$ cat config.mk
export PLATFORM = sky130hd
export DESIGN_NAME = enum_cmd_sequencer
export DESIGN_NICKNAME = d
export VERILOG_FILES = /design/src/rtl/enum_seq_pkg.sv /design/src/rtl/enum_cmd_sequencer.sv
export SDC_FILE = /design/constraint.sdc
export NUM_CORES = 1
export LEC_CHECK = 0
export CORE_MARGIN = 2
export CORE_UTILIZATION = 45
export CTS_CLUSTER_DIAMETER = 50
export DETAILED_ROUTE_END_ITERATION = 10
export PLACE_DENSITY = 0.74
export SLEW_MARGIN = 10
export SYNTH_ARGS = -nofsm -noshare
export SYNTH_HDL_FRONTEND = slang
export SYNTH_SLANG_ARGS = --single-unit
$ cat constraint.sdc
create_clock -name clk -period 3.11 [get_ports clk]
set_clock_uncertainty 0.05 [all_clocks]
set_input_delay 0.311 -clock clk [delete_from_list [all_inputs] [get_ports clk]]
set_output_delay 0.311 -clock clk [all_outputs]
set_load 0.1 [all_outputs]
$ cat src/rtl/enum_seq_pkg.sv
// Shared types for the enum command sequencer: command mode, opcode and FSM state.
package enum_seq_pkg;

    typedef enum logic [1:0] {
        MODE_A    = 2'b00,
        MODE_B    = 2'b01,
        MODE_C    = 2'b10,
        MODE_RSVD = 2'b11
    } mode_e;

    typedef enum logic [2:0] {
        OP_NOP  = 3'b000,
        OP_LOAD = 3'b001,
        OP_RUN  = 3'b010,
        OP_STOP = 3'b011
    } op_e;

    typedef enum logic [1:0] {
        S_IDLE  = 2'b00,
        S_RUN   = 2'b01,
        S_DRAIN = 2'b10
    } state_e;

endpackage

$ cat src/rtl/enum_cmd_sequencer.sv
// Expands RUN commands into a counted stream of step beats; LOAD updates the current mode.
module enum_cmd_sequencer
    import enum_seq_pkg::*;
#(
    parameter int LEN_W = 8
) (
    input  logic             clk,
    input  logic             rst_n,
    input  logic             cmd_valid,
    output logic             cmd_ready,
    input  mode_e            cmd_mode,
    input  op_e              cmd_op,
    input  logic [LEN_W-1:0] cmd_len,
    input  logic             abort,
    output logic             step_valid,
    input  logic             step_ready,
    output logic [LEN_W-1:0] step_idx,
    output mode_e            step_mode,
    output mode_e            cur_mode,
    output logic             busy,
    output logic             done,
    output logic             aborted,
    output logic             err
);

    state_e           r_state;
    state_e           w_next;
    mode_e            r_cur_mode;
    logic [LEN_W-1:0] r_len;
    logic [LEN_W-1:0] r_cnt;
    logic             r_done;
    logic             r_aborted;
    logic             r_err;

    logic [2:0]       w_op_bits;
    logic             w_accept;
    logic             w_illegal;
    logic             w_beat;
    logic             w_last;

    assign w_op_bits = cmd_op;
    assign w_accept  = cmd_valid && (r_state == S_IDLE);
    // Opcodes 100..111 and the reserved mode are rejected but still consumed.
    assign w_illegal = w_op_bits[2] || (cmd_mode == MODE_RSVD);
    assign w_beat    = (r_state == S_RUN) && step_ready;
    assign w_last    = w_beat && (r_cnt == r_len - LEN_W'(1));

    // NOTE: sequential state uses non-blocking assignments so every register
    // samples pre-edge values regardless of statement order.
    always_ff @(posedge clk or negedge rst_n) begin
        if (!rst_n) begin
            r_state <= S_IDLE;
        end else begin
            r_state <= w_next;
        end
    end

    // NOTE: the default assignment first keeps this combinational block latch-free.
    always_comb begin
        w_next = r_state;
        case (r_state)
            S_IDLE: begin
                if (w_accept && !w_illegal && (cmd_op == OP_RUN) && (cmd_len != '0)) begin
                    w_next = S_RUN;
                end
            end
            S_RUN: begin
                if (w_last || abort) begin
                    w_next = S_DRAIN;
                end
            end
            S_DRAIN: w_next = S_IDLE;
            default: w_next = S_IDLE;
        endcase
    end

    always_comb begin
        cmd_ready  = (r_state == S_IDLE);
        step_valid = (r_state == S_RUN);
        busy       = (r_state != S_IDLE);
    end

    always_ff @(posedge clk or negedge rst_n) begin
        if (!rst_n) begin
            r_cur_mode <= MODE_A;
            r_len      <= '0;
            r_cnt      <= '0;
            r_done     <= 1'b0;
            r_aborted  <= 1'b0;
            r_err      <= 1'b0;
        end else begin
            r_done    <= 1'b0;
            r_aborted <= 1'b0;
            r_err     <= 1'b0;

            if (w_accept) begin
                if (w_illegal) begin
                    r_err <= 1'b1;
                end else begin
                    case (cmd_op)
                        OP_LOAD: r_cur_mode <= cmd_mode;
                        OP_RUN: begin
                            if (cmd_len == '0) begin
                                r_done <= 1'b1;
                            end else begin
                                r_len      <= cmd_len;
                                r_cur_mode <= cmd_mode;
                                r_cnt      <= '0;
                            end
                        end
                        default: ;
                    endcase
                end
            end

            if (w_beat) begin
                r_cnt <= r_cnt + LEN_W'(1);
            end

            // A beat coinciding with abort still counts; only a final beat clears aborted.
            if ((r_state == S_RUN) && (w_next == S_DRAIN)) begin
                r_done    <= 1'b1;
                r_aborted <= !w_last;
            end
        end
    end

    assign step_idx  = r_cnt;
    assign step_mode = r_cur_mode;
    assign cur_mode  = r_cur_mode;
    assign done      = r_done;
    assign aborted   = r_aborted;
    assign err       = r_err;

endmodule

==> results of run 1 <==
[cell families (layout without fill, tap and decap cells)]
family                   Yosys count  in the layout  synth area share
AO/OA/AOI/OAI                     26             26             0.130
XOR/XNOR                          10             10            0.0674
adder cells (fa/ha/maj)            2              2            0.0193
buffers and inverters              9             43            0.0405
flip-flops                        23             23             0.443
multiplexers                       8              8            0.0809
AND/OR/NAND/NOR                   52             52             0.219
[sequential cells by signal, summed over array words and instances, names as in the netlist]
register and cells:
aborted 1, cur_mode 2, done 1, err 1
r_len 8, r_state 2, step_idx 8
[final cells by class]
class	count	share of cell area
inverters	4	0.00910
multi-input cells	98	0.407
flip-flops and latches	23	0.349
well taps	31	0.0235
repair buffers	35	0.196
clock buffers	4	0.0159
[through the flow]
stage	hold slack, ps	power [uW]	instances	area (um2)	setup WS [ps]
2_1_floorplan	-34.6	1300	130	1300	100
3_3_place_gp	461	1480	191	1620	691
3_5_place_dp	470	1510	191	1620	642
4_1_cts	487	1650	195	1650	896
5_1_grt	521	1730	195	1650	816
6_report	481	1640	195	1650	913
[power groups by stage]
stage | Clock [uW] | Combinational, uW | Sequential (uW)
after CTS | 145 | 1020 | 489
after floorplan | 0 | 569 | 732
final | 140 | 1010 | 490
after detailed placement | 0 | 1020 | 493
after global routing | 157 | 1070 | 504
after global placement | 0 | 996 | 488
[how the worst min path moves through the flow]
stage	startpoint	to	slack [ps]	depth (start not counted)
detailed placement	step_idx[7]$_DFFE_PN0P_	step_idx[7]$_DFFE_PN0P_	470	1
global placement	step_idx[7]$_DFFE_PN0P_	step_idx[7]$_DFFE_PN0P_	460	1
floorplan	rst_n	aborted$_DFF_PN0_	-30	0
CTS	step_idx[7]$_DFFE_PN0P_	step_idx[7]$_DFFE_PN0P_	490	1
global route	step_idx[7]$_DFFE_PN0P_	step_idx[7]$_DFFE_PN0P_	520	1
finish	step_idx[7]$_DFFE_PN0P_	step_idx[7]$_DFFE_PN0P_	480	1
[layer usage]
layer,GRT usage,wire length (um),up-vias
li1,-,-,526
met1,0.250,1250,520
met2,0.320,1370,38
met3,0.0313,206,5
met4,0.0598,48,0
met5,0,0,-
[synth_stat cells, drive strengths merged]
cell type,n,area share
nor3,3,0.012
nor2,8,0.023
nor2b,4,0.019
a21o,1,0.0058
o21bai,1,0.0058
o31ai,1,0.0058
or3b,1,0.0087
nand4b,1,0.0067
o211ai,1,0.0058
nand2b,4,0.019
and3,1,0.0048
o41ai,1,0.0067
xnor2,7,0.047
nand3,6,0.023
o21ai,11,0.042
nor4bb,1,0.0077
nand2,12,0.035
dfrtp,23,0.44
xor2,3,0.020
inv,4,0.012
and2,2,0.012
buf,3,0.023
clkbuf,2,0.0058
nand4,2,0.0096
a2111oi,1,0.021
or4,1,0.0058
mux2,8,0.081
nor4,2,0.0096
a21oi,7,0.027
ha,2,0.019
nand3b,4,0.023
a31oi,2,0.0096
[placed cells by master (no fill, tap or decap), drive strengths merged, types with 2 or more instances in the layout]
master / n
clkdlybuf4s50: 24
dfrtp: 23
nand2: 12
buf: 11
o21ai: 11
nor2: 8
mux2: 8
xnor2: 7
a21oi: 7
nand3: 6
nor2b: 4
inv: 4
nand3b: 4
nand2b: 4
clkbuf: 4
nor3: 3
xor2: 3
a31oi: 2
nor4: 2
nand4: 2
ha: 2
and2: 2
==> results.txt, run 1 <==
The row count came out at 19. The residual antenna-violating net count after detailed routing is 0. Input and output buffers added on the ports amount to 35. The sequential cell area in the final layout came out at 576 um2. The worst setup path is captured at an output pin. In this run, synthesis produced a sequential element count of 23. The mean instance size in the synthesized netlist came out at 9.99 um2. The count of fill cells added during filler insertion came out at 245. The Yosys step of the flow raised 0 warnings. Wires add up to 2880 um. The required time reported for the critical path endpoint came out at 2750 ps. The flow ran to the end, and the final reports show no timing, DRC or antenna violations. The capture instance of the worst register-to-register path is aborted$_DFF_PN0_.

The leakage power of the design came out at 0.000709 uW. The highest attainable clock frequency is 0.455 GHz. The clock tree from TritonCTS is done.

The worst register-to-register path begins at r_len[0]$_DFFE_PN0P_. The tree built by TritonCTS fans out to 23 sinks. The final clock period utilization by the worst path came out at 0.706. The clock share of power came out at 0.086. The power dissipated by switching net loads is 902 uW. The post-synthesis sequential area ratio came out at 0.443. The detailed-route wire length per cell is 14.8 um. Of the total power, registers draw 0.298. The detail-routed via count per cell came out at 5.58. The number of distinct library cells after synthesis came out at 36. The most critical setup path has its endpoint at cur_mode[1]. Once layout is complete, the utilization of the core stands at 0.598.

The placeable core area came out at 2760 um2. The worst voltage drop across the vdd grid is 0.000966 V. The H-tree depth came out at 1. The number of buffers inserted for hold repair after clock tree synthesis is 0. The via count of the first global-routing pass came out at 1050. The clock slew at the register clock pins of the worst setup and hold paths is 120 ps. Counting along the longest clock path gives a buffer depth of 2.

The placer congestion estimate came out at 0.771. The post-DP HPWL came out at 2230 um. The wire length of the first global-routing pass came out at 4860 um. The maximum cell stage delay along the critical path came out at 1140 ps. After the first detailed-routing iteration, the DRC count stood at 15. The fraction of power spent switching nets is 0.549. Relative to the synthesized area, the layout overhead comes to 27.0%. Setup violations remaining at the end of the flow were counted as 0. The critical path buffer and inverter count came out at 1. Setup repair after global routing left no endpoint under its margin. The global-route usage over all layers is 0.190. The flop-to-flop setup slack came out at 950 ps. The clock root buffer is sky130_fd_sc_hd__clkbuf_4. The number of top-level pins is 36.

The initial standard-cell utilization of the core is 0.471. The number of clock buffers added by TritonCTS is 3. The number of antenna violations at the first check in global routing came out at 0. The detailed-routing iteration count for the pre-antenna-repair pass is 4. The slew at the pin closest to its max-slew limit came out at 1020 ps. After the last flow step, the layout net total stands at 185. The setup fix buffers added after clock tree synthesis is 0. The layout cell share with drive strength beyond 1 came out at 0.152. The clock network latency to the later pin of the worst-skew pair is 310 ps. Summing over every cut layer, the via total after detailed routing is 1089.

The post-synthesis net count came out at 150. The gate count after technology mapping is 130. The count of cells resized by post-cts repair came out at 0. The startpoint of the most critical setup path is cur_mode[1]$_DFFE_PN0P_. The internal power is 740 uW.

The category of the critical setup timing path is flop to output pin. The library cell contributing the largest single delay on the critical path is sky130_fd_sc_hd__clkdlybuf4s50_1. The power per unit of standard cell area came out at 996 nW/um2. The multi-input combinational cells in the finished layout cover a total of 671 um2. The depth of the worst register-to-register path came out at 7. The die span in x came out at 57.7 um. The worst setup path is launched from a flop. In this run the cell area of the synthesized design comes to 1300 um2. The share of total power in combinational logic is 0.616.

The pin count of the biggest net entering global routing is 24. The vertical die dimension is 57.7 um. The kind of cell with the highest combined delay along the critical path is buffers and inverters. The floorplan step defined a die boundary enclosing 3330 um2. The signal on the critical path passes through clkdlybuf4s50_1. The final hold violation count came out at 0. In this run the worst hold path is classified as flop to flop. The sum of negative setup slack came out at 0 ps. The number of antenna diodes in the final layout is 0.

The max-slew violation count is 0. The number of maximum-capacitance constraint violations came out at 0. The remaining global-route overflow came out at 0.

The final critical-path required period is 2200 ps. The peak fanout along the critical path came out at 3. For this run, design rule violations remaining after detail routing come to 0. The worst slew slack as a fraction of its limit came out at 0.317. The critical path depth is 1. At the worst endpoint, the arrival time is 1840 ps.
Power figures use the tool's default switching activity.
==> run 2: changes to the inputs <==
==> constraint.sdc (replaced) <==
create_clock -name clk -period 2.2 [get_ports clk]
set_clock_uncertainty 0.05 [all_clocks]
set_input_delay 0.22 -clock clk [delete_from_list [all_inputs] [get_ports clk]]
set_output_delay 0.22 -clock clk [all_outputs]
set_load 0.1 [all_outputs]
==> run 2 against run 1 <==
Register-to-register slack got worse by 840 ps. First-iteration DRC count rose by 60%. Non-clock buffer count rose by 6. Highest routed layer unchanged.
==> results.txt, run 2 (synthesized netlist as in run 1, its figures left out) <==
The library cell contributing the largest single delay on the critical path is sky130_fd_sc_hd__or4_4. The layout cell share with drive strength beyond 1 came out at 0.282 (+0.130). The via count of the first global-routing pass came out at 1093 (+4.1%). The run finished with clean final reports. The global-route usage over all layers is 0.187 (-0.00253). The critical path goes through inv_1 -> ha_1 -> xnor2_1 -> nor3_1 -> nand4b_1 -> or4_4 -> nor2b_1.

The row count is 19 (unchanged). The library cells used most frequently in the layout, excluding fill and tap cells, are sky130_fd_sc_hd__buf_4 (24), sky130_fd_sc_hd__dfrtp_1 (17), sky130_fd_sc_hd__clkdlybuf4s50_1 (17). The clock slew at the register clock pins of the worst setup and hold paths is 130 ps (about the same). The clock root buffer is sky130_fd_sc_hd__clkbuf_4. The required time reported for the critical path endpoint came out at 2370 ps (-380 ps). The area growth from synthesis to layout came out at 30.4%.

The total die area is 3330 um2 (unchanged). TritonCTS built the clock tree. The leakage power of the design is 0.000745 uW (+5.0%). The placeable core area came to 2760 um2 (unchanged). The clock network latency to the later pin of the worst-skew pair came out at 310 ps (about the same).

On the critical path the largest part of the delay comes from simple AND/OR/NAND/NOR gates. The via count is 1100 (+1.0%). The max-slew violation count is 0 (unchanged). The flop-to-flop setup slack is 110 ps (-840 ps). The count of endpoints failing setup in the final report came out at 0 (unchanged). The final clock period utilization by the worst path came out at 0.949.

The critical path buffer and inverter count is 1 (unchanged). The initial standard-cell utilization of the core is 0.471 (unchanged). The TritonCTS sink count is 23 (unchanged). The wire length of the first global-routing pass came to 4800 um (-1.3%). The placer congestion estimate is 0.763 (-1.1%). The category of the critical setup timing path is flop to flop. The net count of the finished layout came out at 191 (+3.2%).

The vertical die dimension came out at 57.7 um (unchanged). The maximum cell stage delay along the critical path is 560 ps (-580 ps). The detailed-route wire length per cell is 14.1 um (-4.7%). The buffer depth of the longest clock path came to 2 (unchanged).

The post-DP HPWL came out at 2200 um (-1.5%). The endpoint arrival time on the critical path came out at 2260 ps (+420 ps). The DRC violations left came to 0 (unchanged). The total detailed-routing wirelength was 2830 um (-1.8%). Counting I/O delays and the setup requirement, the final critical path takes 2090 ps. The worst-case setup margin in the final layout was 112 ps (-801 ps). The worst hold path class is primary input to async pin.

The remaining global-route overflow is 0 (unchanged). The slew at the pin closest to its max-slew limit came out at 436 ps (-586 ps). The peak fanout along the critical path is 3 (unchanged).

The depth of the worst register-to-register path came out at 7 (unchanged). The number of top-level pins came out at 36 (unchanged). In this run the critical register-to-register path is launched from r_len[0]$_DFFE_PN0P_. The worst setup path is captured at a flop. The detail-routed via count per cell is 5.47 (-2.0%). The H-tree depth came out at 1 (unchanged).

The library cell used most frequently in the layout, excluding fill and tap cells, is sky130_fd_sc_hd__buf_4. The number of buffers inserted by port buffering came out at 35 (unchanged). The residual antenna-violating net count after detailed routing is 0 (unchanged). The worst voltage drop across the vdd grid is 0.00170 V (+76%). The DRC marker count from the first detailed-route iteration came out at 24 (+9).

The worst setup slack before clock tree synthesis is -27.3 ps (-670 ps). The number of diodes was 0 (unchanged). The final hold violation count is 0 (unchanged). Setup repair after global routing left no endpoint under its margin. The minimum hold slack is 192 ps (-289 ps). The detailed-routing iteration count for the pre-antenna-repair pass was 4 (unchanged).

The power per unit of standard cell area is 1380 nW/um2 (+38%). The worst slew slack as a fraction of its limit is 0.710 (+0.393). The die span in x is 57.7 um (unchanged).

The highest attainable clock frequency came out at 0.479 GHz. In this run the critical register-to-register path is captured at aborted$_DFF_PN0_. The pin count of the biggest net entering global routing is 24 (unchanged). The startpoint class of the critical path is a flop. The number of clock buffers inserted by TritonCTS is 3 (unchanged). The number of maximum-capacitance constraint violations came out at 0 (unchanged). The number of antenna violations at the first check in global routing is 0 (unchanged).
==> run 2: what timing repair did <==
action,in CTS,in global routing
gates resized for setup,0,1
hold buffers,0,0
setup buffers,0,1
hold endpoints to repair,0,0
setup endpoints to repair,0,1
==> run 2: worst reg2reg max path: cells and delay by family (launching register included) <==
family,cells,cell delay [ps]
adders and majority gates,1,300
buffers and inverters,1,70
DFF,1,400
xor gates and xnor gates,1,120
and+or+nand+nor,4,1060
==> run 2: worst max-delay path by stage <==
stage                              start                   end  slack [ps]  depth (start not counted)
finish              r_len[0]$_DFFE_PN0P_     aborted$_DFF_PN0_         110                          7
global route        r_len[0]$_DFFE_PN0P_     aborted$_DFF_PN0_           6                          7
CTS                 r_len[0]$_DFFE_PN0P_     aborted$_DFF_PN0_          60                          7
detailed placement             cmd_valid  r_len[3]$_DFFE_PN0P_         -30                          5
global placement               cmd_valid  r_len[3]$_DFFE_PN0P_         -10                          5
floorplan           r_state[0]$_DFF_PN0_                  busy         -40                          2
==> run 2: layout make-up <==
| type | instances | area (um2) |
|---|---|---|
| Fill cell | 242 | 1060 |
| Multi-Input combinational cell | 98 | 679 |
| Sequential cell | 23 | 583 |
| Timing Repair Buffer | 41 | 350 |
| Tap cell | 31 | 38.8 |
| Clock buffer | 3 | 22.5 |
| Inverter | 4 | 15.0 |
| Clock inverter | 1 | 5.00 |
==> run 2: metal layers <==
metal | part of all wire | up-vias | global-route usage | routed length [um]
met1 | 0.46 | 528 | 0.232 | 1300
met4 | 0.013 | 0 | 0.0532 | 37
met5 | 0 | - | 0 | 0
met2 | 0.47 | 29 | 0.334 | 1340
met3 | 0.056 | 5 | 0.0313 | 158
li1 | - | 538 | - | -
==> run 2: through the flow <==
stage                     setup TNS (ps)  total power, uW  instances  utilization  area (um2)
after floorplan                    -70.5             1850        130            -        1310
after global placement             -18.3             2110        196        0.600        1660
after detailed placement           -99.1             2130        196        0.600        1660
after CTS                              0             2330        200        0.610        1680
after global routing                   0             2460        201        0.614        1690
final                                  0             2330        201        0.614        1690
==> run 2: power breakdown <==
part | switching [uW] | internal (uW) | total (uW)
logic | 1000 | 431 | 1430
clock network | 128 | 68.0 | 196
registers | 149 | 554 | 702
